File: src/rtl/sdram_port_arbiter.sv
// Two-port round-robin front end for the SDRAM controller user interface.
// Writes are streamed into the controller write FIFO before their command is
// issued; read commands are tagged so returning words go back to their owner.
module sdram_port_arbiter #(
  parameter int ADR_W     = 25,
  parameter int LEN_W     = 10,
  parameter int DATA_W    = 16,
  parameter int TAG_DEPTH = 4
) (
  input  logic              clk,
  input  logic              rst,
  input  logic              init_fin,
  input  logic              p0_req,
  input  logic              p0_wr_rd,
  input  logic [LEN_W-1:0]  p0_len,
  input  logic [ADR_W-1:0]  p0_adr,
  output logic              p0_ack,
  output logic              p0_wready,
  input  logic              p0_wvalid,
  input  logic [DATA_W-1:0] p0_wdata,
  input  logic [1:0]        p0_wmask,
  output logic              p0_rd_valid,
  output logic [DATA_W-1:0] p0_rd_data,
  input  logic              p1_req,
  input  logic              p1_wr_rd,
  input  logic [LEN_W-1:0]  p1_len,
  input  logic [ADR_W-1:0]  p1_adr,
  output logic              p1_ack,
  output logic              p1_wready,
  input  logic              p1_wvalid,
  input  logic [DATA_W-1:0] p1_wdata,
  input  logic [1:0]        p1_wmask,
  output logic              p1_rd_valid,
  output logic [DATA_W-1:0] p1_rd_data,
  output logic              cmd_en,
  output logic              cmd_wr_rd,
  output logic [LEN_W-1:0]  cmd_len,
  output logic [ADR_W-1:0]  cmd_adr,
  input  logic              cmd_av,
  input  logic [LEN_W-1:0]  wr_remain_space,
  output logic              wr_en,
  output logic [DATA_W-1:0] wr_data,
  output logic [1:0]        wr_mask,
  input  logic              rd_av,
  output logic              rd_en,
  input  logic [DATA_W-1:0] rd_data
);

  // TAG_DEPTH must be a power of two and at least 2
  localparam int PTR_W = $clog2(TAG_DEPTH);

  typedef enum logic [1:0] {IDLE, ARB, WFILL, CMD} state_t;

  state_t              state_q;
  logic                last_q, owner_q, wr_rd_q;
  logic [LEN_W-1:0]    len_q, wcnt_q;
  logic [ADR_W-1:0]    adr_q;
  logic [1:0]          ack_q, wready_q;
  logic                cmd_en_q, wr_en_q;
  logic [DATA_W-1:0]   wr_data_q;
  logic [1:0]          wr_mask_q;

  logic                tag_own_q [TAG_DEPTH];
  logic [LEN_W-1:0]    tag_len_q [TAG_DEPTH];
  logic [PTR_W-1:0]    wptr_q, rptr_q;
  logic [PTR_W:0]      tcnt_q, tcnt_d;
  logic [LEN_W-1:0]    rcnt_q, rcnt_d;
  logic                rd_vld_q, rd_own_q;

  logic                tag_full, tag_empty, tag_push, tag_pop;
  logic                elig0, elig1, gnt_ok, gnt_sel;
  logic                sel_wr_rd;
  logic [LEN_W-1:0]    sel_len, wcnt_inc;
  logic [ADR_W-1:0]    sel_adr;
  logic                own_wvalid, accept;

  assign tag_full  = (tcnt_q == (PTR_W+1)'(TAG_DEPTH));
  assign tag_empty = (tcnt_q == '0);
  assign tag_push  = (state_q == CMD) & cmd_av & wr_rd_q;
  assign rd_en     = rd_av & ~tag_empty;
  assign tag_pop   = rd_en & ((rcnt_q + LEN_W'(1)) == tag_len_q[rptr_q]);

  // Eligibility and round-robin selection; no grant while an ack is in flight,
  // since the acked requester still holds req during the ack cycle.
  always_comb begin
    elig0      = p0_req & (p0_wr_rd ? ~tag_full : (wr_remain_space >= p0_len));
    elig1      = p1_req & (p1_wr_rd ? ~tag_full : (wr_remain_space >= p1_len));
    gnt_sel    = (elig0 & elig1) ? ~last_q : elig1;
    gnt_ok     = (state_q == ARB) & (ack_q == '0) & (elig0 | elig1);
    sel_wr_rd  = gnt_sel ? p1_wr_rd : p0_wr_rd;
    sel_len    = gnt_sel ? p1_len : p0_len;
    sel_adr    = gnt_sel ? p1_adr : p0_adr;
    own_wvalid = owner_q ? p1_wvalid : p0_wvalid;
    accept     = (state_q == WFILL) & own_wvalid & (|wready_q);
    wcnt_inc   = wcnt_q + LEN_W'(1);
  end

  // Command FSM with registered acks, write stream and controller command
  always_ff @(posedge clk) begin
    if (rst) begin
      state_q   <= IDLE;
      last_q    <= 1'b1;
      owner_q   <= 1'b0;
      wr_rd_q   <= 1'b0;
      len_q     <= '0;
      adr_q     <= '0;
      wcnt_q    <= '0;
      ack_q     <= '0;
      wready_q  <= '0;
      cmd_en_q  <= 1'b0;
      wr_en_q   <= 1'b0;
      wr_data_q <= '0;
      wr_mask_q <= '0;
    end else begin
      ack_q    <= '0;
      cmd_en_q <= 1'b0;
      wr_en_q  <= 1'b0;
      case (state_q)
        IDLE: if (init_fin) state_q <= ARB;
        ARB: begin
          if (gnt_ok) begin
            last_q  <= gnt_sel;
            owner_q <= gnt_sel;
            wr_rd_q <= sel_wr_rd;
            len_q   <= sel_len;
            adr_q   <= sel_adr;
            if (sel_len == '0) begin
              ack_q <= gnt_sel ? 2'b10 : 2'b01;
            end else if (sel_wr_rd) begin
              state_q <= CMD;
            end else begin
              wready_q <= gnt_sel ? 2'b10 : 2'b01;
              wcnt_q   <= '0;
              state_q  <= WFILL;
            end
          end
        end
        WFILL: begin
          if (accept) begin
            wr_en_q   <= 1'b1;
            wr_data_q <= owner_q ? p1_wdata : p0_wdata;
            wr_mask_q <= owner_q ? p1_wmask : p0_wmask;
            wcnt_q    <= wcnt_inc;
            if (wcnt_inc == len_q) begin
              wready_q <= '0;
              state_q  <= CMD;
            end
          end
        end
        CMD: begin
          if (cmd_av) begin
            cmd_en_q <= 1'b1;
            ack_q    <= owner_q ? 2'b10 : 2'b01;
            state_q  <= ARB;
          end
        end
        default: state_q <= IDLE;
      endcase
    end
  end

  // Next tag count and pop-word counter
  always_comb begin
    tcnt_d = tcnt_q;
    case ({tag_push, tag_pop})
      2'b10:   tcnt_d = tcnt_q + (PTR_W+1)'(1);
      2'b01:   tcnt_d = tcnt_q - (PTR_W+1)'(1);
      default: tcnt_d = tcnt_q;
    endcase
    rcnt_d = tag_pop ? '0 : (rcnt_q + LEN_W'(1));
  end

  // Read tag FIFO and one-cycle-delayed return routing
  always_ff @(posedge clk) begin
    if (rst) begin
      wptr_q   <= '0;
      rptr_q   <= '0;
      tcnt_q   <= '0;
      rcnt_q   <= '0;
      rd_vld_q <= 1'b0;
      rd_own_q <= 1'b0;
      for (int unsigned i = 0; i < TAG_DEPTH; i++) begin
        tag_own_q[i] <= 1'b0;
        tag_len_q[i] <= '0;
      end
    end else begin
      if (tag_push) begin
        tag_own_q[wptr_q] <= owner_q;
        tag_len_q[wptr_q] <= len_q;
        wptr_q            <= wptr_q + PTR_W'(1);
      end
      if (rd_en)   rcnt_q <= rcnt_d;
      if (tag_pop) rptr_q <= rptr_q + PTR_W'(1);
      tcnt_q   <= tcnt_d;
      rd_vld_q <= rd_en;
      rd_own_q <= tag_own_q[rptr_q];
    end
  end

  assign p0_ack      = ack_q[0];
  assign p1_ack      = ack_q[1];
  assign p0_wready   = wready_q[0];
  assign p1_wready   = wready_q[1];
  assign cmd_en      = cmd_en_q;
  assign cmd_wr_rd   = wr_rd_q;
  assign cmd_len     = len_q;
  assign cmd_adr     = adr_q;
  assign wr_en       = wr_en_q;
  assign wr_data     = wr_data_q;
  assign wr_mask     = wr_mask_q;
  assign p0_rd_valid = rd_vld_q & ~rd_own_q;
  assign p1_rd_valid = rd_vld_q & rd_own_q;
  assign p0_rd_data  = p0_rd_valid ? rd_data : '0;
  assign p1_rd_data  = p1_rd_valid ? rd_data : '0;

endmodule

File: config.mk
export PLATFORM = sky130hd
export DESIGN_NAME = sdram_port_arbiter
export DESIGN_NICKNAME = d
export VERILOG_FILES = /design/src/rtl/sdram_port_arbiter.sv
export SDC_FILE = /design/constraint.sdc
export NUM_CORES = 1
export LEC_CHECK = 0
export ABC_AREA = 1
export CAP_MARGIN = 20
export CELL_PAD_IN_SITES_DETAIL_PLACEMENT = 2
export CELL_PAD_IN_SITES_GLOBAL_PLACEMENT = 2
export CORE_AREA = 4 4 187 189
export DETAILED_ROUTE_END_ITERATION = 8
export DIE_AREA = 0 0 191 193
export HOLD_SLACK_MARGIN = 0.02
export PLACE_DENSITY = 0.83
export SKIP_LAST_GASP = 1
export SYNTH_ARGS = -nofsm -noshare
export SYNTH_HDL_FRONTEND = slang
export SYNTH_SLANG_ARGS = --single-unit
File: constraint.sdc
create_clock -name clk -period 3 [get_ports clk]
set_input_delay 0.6 -clock clk [delete_from_list [all_inputs] [get_ports clk]]
set_output_delay 0.6 -clock clk [all_outputs]
set_load 0.02 [all_outputs]
==> impl_metrics.env, run 1 <==
export IMPL_status="finished with violations"
export IMPL_violations="setup timing"
export IMPL_synth_warnings=0
export IMPL_grt_overflow=0
export IMPL_vias_per_cell=4.55
export IMPL_critical_path_class="register to register"
export IMPL_core_sq_mm=0.0333
export IMPL_antenna_found_initial=0
export IMPL_skew_ns=0.0131
export IMPL_slowest_stage="fa_2"
export IMPL_routed_wl_um=31500
export IMPL_numCtsBuffers=17
export IMPL_required_ns=3.32
export IMPL_layout_area_overhead_vs_synth_pct=54.3
export IMPL_seqPwrFrac_pct=34.2
export IMPL_synth_enable_flop_cells=44
export IMPL_synth_area_leader_cell="dfxtp_1"
export IMPL_ir_drop_uv=349
export IMPL_synthTopCellsByArea="dfxtp_1 25%, edfxtp_1 17%, nand2_1 12%"
export IMPL_synth_distinct_cells=47
export IMPL_start_util_pct=22.8
export IMPL_clk_path_buf_depth=2
export IMPL_power_density_mw_per_mm2=593
export IMPL_layout_setup_ws_ns=-0.0240
export IMPL_synth_flop_cell="dfxtp_1"
export IMPL_first_iter_violations=268
export IMPL_p_total_mw=6.94
export IMPL_final_setup_tns_ns=-0.0240
export IMPL_io_buffers=237
export IMPL_path_buf_inv=3
export IMPL_min_period_ns=3.02
export IMPL_path_cells="ha_2, nand3_2, buf_4, xor2_1, inv_1, xor2_2, nor4_2, nand4_1, nor2_2, ha_2, inv_2, fa_2, a21oi_2, o21ai_1, o21ai_1, a21oi_1"
export IMPL_grt_max_degree=37
export IMPL_startpoint_type="register"
export IMPL_final_instance_count_excl_fill=1772
export IMPL_dieArea_sq_mm=0.0369
export IMPL_synthCells=1014
export IMPL_fin_crit_sh_pct=101
export IMPL_min_path_type="register to register"
export IMPL_rows=67
export IMPL_numClockSinks=139
export IMPL_clkTransAtPathRegs_ns=0.07
export IMPL_worstMarginPinSlew_ns=0.589
export IMPL_critPathTopFamily="adder cells"
export IMPL_cp_slowest_stage_delay_ns=0.37
export IMPL_grt_pass1_vias=9041
export IMPL_yosysSeqAreaShare_pct=42.5
export IMPL_insertion_delay_ns=0.44
export IMPL_clock_power_share_pct=30.9
export IMPL_antenna_cells=0
export IMPL_postSynthAreaPerCell_sq_um=7.48
export IMPL_holdWs_ns=0.470
export IMPL_final_nets=1482
export IMPL_synth_seq_cells=139
export IMPL_hpwl_um=23700
export IMPL_synth_most_common_cell="nand2_1"
export IMPL_via_count=8056
export IMPL_syn_nets=1185
export IMPL_switchingPower_mw=2.57
export IMPL_wl_per_cell_um=17.7
export IMPL_drive_above_1_share_pct=15.0
export IMPL_root_buffer="clkbuf_16"
export IMPL_rsz0062_at_grt="yes"
export IMPL_fmax_ghz=0.331
export IMPL_grt_pass1_wl_um=47700
export IMPL_intPower_mw=4.37
export IMPL_dp_cells=1727
export IMPL_synth_common_cells="242 x nand2_1, 142 x nor2_1, 112 x inv_1"
export IMPL_async_flop_share_pct=0
export IMPL_crit_fanout=3
export IMPL_combPwrFrac_pct=34.9
export IMPL_max_slew_margin_pct=60.4
export IMPL_gp_congestion=0.778
export IMPL_slew_violations=0
export IMPL_final_setup_viol_count=1
export IMPL_remaining_drc_errors=0
export IMPL_synth_area_sq_mm=0.00759
export IMPL_dr_pass1_iters=4
export IMPL_htree_num_levels=4
export IMPL_worstPathArrival_ns=3.34
export IMPL_synth_top_area_share_pct=25.1
export IMPL_cp_end_kind="register"
export IMPL_grt_usage_pct=16.3
export IMPL_hold_violations=0
export IMPL_die_y_um=193
export IMPL_cts_tree="yes"
export IMPL_cap_violations=0
export IMPL_switching_share_pct=37.0
export IMPL_ant_nets=0
export IMPL_io_pins=238
export IMPL_dieWidth_um=191
export IMPL_p_leak_nw=4.62
export IMPL_dp_slack_ns=-0.315
path summary, 6_finish.rpt:
| check | startpoint | endpoint | slack, ns | depth (start not counted) |
|---|---|---|---|---|
| setup / recovery | rcnt_q[0] | tcnt_q[2] | -0.02 | 16 |
| setup reg to reg | rcnt_q[0] | tcnt_q[2] | -0.02 | 16 |
| hold reg to reg | rcnt_q[8] | rcnt_q[8] | 0.47 | 2 |
| hold / removal | rcnt_q[8] | rcnt_q[8] | 0.47 | 2 |
cell usage in the layout, fill, tap and decap left out, types with 14 or more instances in the layout:
cell / count
clkdlybuf4s50_1: 235
edfxtp_1: 44
inv_1: 111
nor2_2: 19
nand4_1: 15
nand3_1: 34
xor2_1: 14
o21ai_0: 55
buf_4: 75
dfxtp_1: 92
nand2_1: 236
nand2_2: 16
ha_1: 23
a31oi_1: 44
clkbuf_16: 19
nor2_1: 139
a21oi_1: 38
worst min-delay path: cells and delay by family (launching register included):
kind               cells  cell delay (ns)
DFF                    1             0.31
AOI/OAI and AO/OA      1             0.05
and+or+nand+nor        1             0.06
metrics by stage:
stage                     utilization [%]  area, sq um
final                                35.2        11700
after global routing                 35.2        11700
after CTS                            34.6        11500
after detailed placement             32.7        10900
after global placement               32.7        10900
after floorplan                         -         7590
power groups by stage:
stage	registers [mW]	logic (mW)	clock network (mW)
after floorplan	2.48	1.27	0
after global placement	2.40	2.21	0
after detailed placement	2.41	2.33	0
after CTS	2.38	2.37	2.18
after global routing	2.41	2.70	2.27
final	2.38	2.42	2.14
layout make-up:
class	count	area [sq um]
well taps	448	561
fillers	3819	21600
flip-flops and latches	139	3230
multi-input cells	713	3810
clock inverters	13	130
clock buffers	19	454
repair buffers	319	3060
inverters	121	468
per-layer routing:
metal / vias up / wire length (um) / GRT usage, % / part of all wire [%]
met5: - / 0 / 0 / 0
met1: 3894 / 12000 / 17.2 / 38
met2: 219 / 16500 / 30.9 / 52
met3: 44 / 2180 / 5.22 / 6.9
li1: 3899 / - / - / -
met4: 0 / 765 / 4.83 / 2.4
registers in the layout, indices dropped and copies added (netlist names), 2 cells and up, named ones only:
register,flops
wr_data,16
state_q,2
ack_q,2
wready_q,2
tag_len_q,40
tag_own_q,4
cmd_len,10
wcnt_q,10
wr_mask,2
rptr_q,2
wptr_q,2
rcnt_q,10
tcnt_q,3
cmd_adr,25
cells by family after synthesis:
| kind of cell | count (synthesis) | share of synthesized area, % |
|---|---|---|
| AOI/OAI and AO/OA | 167 | 12.4 |
| xor gates and xnor gates | 19 | 2.19 |
| adders and majority gates | 28 | 4.71 |
| buffers and inverters | 163 | 8.94 |
| DFF | 139 | 42.5 |
| and+or+nand+nor | 498 | 29.3 |
timing repair:
action / in CTS / in global routing
hold buffers: 0 / 0
setup endpoints to repair: 1 / 13
gates resized for setup: 12 / 25
setup buffers: 2 / 9
gates cloned: 0 / 2
pin swaps: 4 / 19
No activity file was read; power rests on OpenSTA's default activity.
==> run 2, diff against run 1 <==
--- a/config.mk
+++ b/config.mk
@@ -9,9 +9,11 @@
 export CAP_MARGIN = 20
 export CELL_PAD_IN_SITES_DETAIL_PLACEMENT = 2
 export CELL_PAD_IN_SITES_GLOBAL_PLACEMENT = 2
-export CORE_AREA = 4 4 187 189
+export CORE_AREA = 4 4 262 136
+export CTS_BUF_LIST = sky130_fd_sc_hd__clkbuf_4 sky130_fd_sc_hd__clkbuf_8 sky130_fd_sc_hd__clkbuf_16
+export CTS_CLUSTER_DIAMETER = 100
 export DETAILED_ROUTE_END_ITERATION = 8
-export DIE_AREA = 0 0 191 193
+export DIE_AREA = 0 0 266 140
 export HOLD_SLACK_MARGIN = 0.02
 export PLACE_DENSITY = 0.83
 export SKIP_LAST_GASP = 1
==> run 2 against run 1 <==
The run still ends with setup timing left. Utilization is 0.76 points higher. Worst setup slack lost 0.14 ns. Final area grew 3.2%. Critical path depth grew 3. Clock-buffer cell count grew 1. Routed wire length grew 26%. Sequential cell count did not move. Die area up 1.0%. Largest power group unchanged.
==> impl_metrics.env, run 2 (same netlist as run 1, synthesis figures left out) <==
export IMPL_status="finished with violations"
export IMPL_violations="setup timing"
export IMPL_power_density_mw_per_mm2=608
export IMPL_combPwrFrac_pct=36.3
export IMPL_numClockSinks=139
export IMPL_routed_wl_um=39500
export IMPL_slowest_stage="clkdlybuf4s50_1"
export IMPL_dieWidth_um=266
export IMPL_switchingPower_mw=2.82
export IMPL_min_path_type="input pin to register"
export IMPL_skew_ns=0.0208
export IMPL_required_ns=3.37
export IMPL_slew_violations=0
export IMPL_hold_violations=0
export IMPL_first_iter_violations=522
export IMPL_layout_area_overhead_vs_synth_pct=59.3
export IMPL_vias_per_cell=4.79
export IMPL_cts_tree="yes"
export IMPL_largest_register_ffs=40
export IMPL_start_util_pct=22.6
export IMPL_grt_pass1_wl_um=55800
export IMPL_switching_share_pct=38.3
export IMPL_dp_slack_ns=-0.407
export IMPL_p_total_mw=7.35
export IMPL_dr_pass1_iters=5
export IMPL_die_y_um=140
export IMPL_numCtsBuffers=17
export IMPL_insertion_delay_ns=0.45
export IMPL_io_buffers=237
export IMPL_p_leak_nw=4.80
export IMPL_drive_above_1_share_pct=17.8
export IMPL_core_sq_mm=0.0336
export IMPL_max_slew_margin_pct=52.7
export IMPL_fmax_ghz=0.316
export IMPL_worstMarginPinSlew_ns=0.704
export IMPL_cp_slowest_stage_delay_ns=0.46
export IMPL_cp_end_kind="register"
export IMPL_clkTransAtPathRegs_ns=0.08
export IMPL_intPower_mw=4.53
export IMPL_rows=48
export IMPL_dieArea_sq_mm=0.0372
export IMPL_startpoint_type="input pin"
export IMPL_gp_congestion=0.781
export IMPL_holdBufCountCts=0
export IMPL_htree_num_levels=4
export IMPL_clk_path_buf_depth=2
export IMPL_crit_fanout=7
export IMPL_cap_violations=0
export IMPL_grt_pass1_vias=9428
export IMPL_antenna_found_initial=0
export IMPL_hpwl_um=27100
export IMPL_regMostFlops="tag_len_q"
export IMPL_nFillCells=3848
export IMPL_final_nets=1509
export IMPL_remaining_drc_errors=0
export IMPL_ir_drop_uv=439
export IMPL_fin_crit_sh_pct=105
export IMPL_min_period_ns=3.16
export IMPL_rsz0062_at_grt="yes"
export IMPL_io_pins=238
export IMPL_seqPwrFrac_pct=32.8
export IMPL_antenna_cells=0
export IMPL_final_setup_viol_count=14
export IMPL_layout_common_cells="232 x nand2_1, 232 x clkdlybuf4s50_1, 136 x nor2_1, 110 x inv_1, 99 x buf_4"
export IMPL_path_cells="clkdlybuf4s50_1, inv_1, ha_1, nand2_1, a21oi_1, nor2_1, nand3_2, nand2_4, inv_8, buf_4, nand3_1, nand2_2, nand2_2, nor2_4, nand3_4, nand2_8, buf_4, o21ai_0, nor2_1"
export IMPL_worstPathArrival_ns=3.53
export IMPL_grt_max_degree=46
export IMPL_grt_overflow=0
export IMPL_ant_nets=0
export IMPL_holdWs_ns=0.426
export IMPL_root_buffer="clkbuf_16"
export IMPL_critical_path_class="input pin to register"
export IMPL_layout_setup_ws_ns=-0.163
export IMPL_wl_per_cell_um=21.9
export IMPL_via_count=8622
export IMPL_grt_usage_pct=19.3
export IMPL_clock_power_share_pct=31.0
-- run 2: cell count changes in the layout (fill, tap and decap cells not counted), moves of 4 or more --
cell,change
nand2_1,-4
inv_6,-8
buf_4,+24
buf_6,+4
-- run 2: cell type report --
cell class	count	area [sq um]	share of cell area, %
Inverter	121	474	3.92
Multi-Input combinational cell	713	3950	32.6
Clock buffer	20	454	3.76
Sequential cell	139	3240	26.8
Clock inverter	12	148	1.22
Timing Repair Buffer	346	3270	27.0
Tap cell	450	563	4.66
-- run 2: stage by stage --
step | setup TNS [ns] | area [sq um] | utilization [%] | cells
floorplan | 0 | 7590 | - | 1014
global placement | -4.84 | 11000 | 32.7 | 1749
detailed placement | -9.78 | 11000 | 32.7 | 1749
CTS | -0.0832 | 11800 | 35.1 | 1794
global route | -2.92 | 12100 | 35.9 | 1801
finish | -0.773 | 12100 | 35.9 | 1801
-- run 2: final timing paths --
| path | start | endpoint | slack [ns] | depth (start not counted) |
|---|---|---|---|---|
| setup / recovery | p1_len[9] | wcnt_q[4] | -0.16 | 19 |
| hold / removal | rst | wr_en | 0.43 | 2 |
| setup reg to reg | register | tcnt_q[2] | -0.09 | 17 |
| hold reg to reg | rcnt_q[8] | rcnt_q[8] | 0.49 | 2 |
-- run 2: layer usage --
layer | part of all wire, % | track usage, % | vias up
met1 | 43 | 24.5 | 4348
met4 | 2.2 | 4.69 | 0
li1 | - | - | 3953
met2 | 48 | 32.7 | 262
met3 | 6.4 | 5.23 | 59
met5 | 0 | 0 | -
-- run 2: repair_timing --
action,in CTS,in global routing
pin swaps,14,27
setup buffers,13,6
endpoints found under the setup margin,3,29
gates resized for setup,30,48
cloned,0,2
-- run 2: critical path: cells and delay by family --
kind	cells	cell delay (ns)
AOI/OAI and AO/OA	2	0.31
adders and majority gates	1	0.33
buffers and inverters	5	0.90
and+or+nand+nor	11	1.39
-- run 2: power groups by stage --
stage               Sequential, mW  Clock, mW  Combinational, mW
finish                        2.41       2.28               2.67
global route                  2.44       2.38               2.89
CTS                           2.39       2.26               2.48
detailed placement            2.43          0               2.43
global placement              2.41          0               2.28
floorplan                     2.48          0               1.27
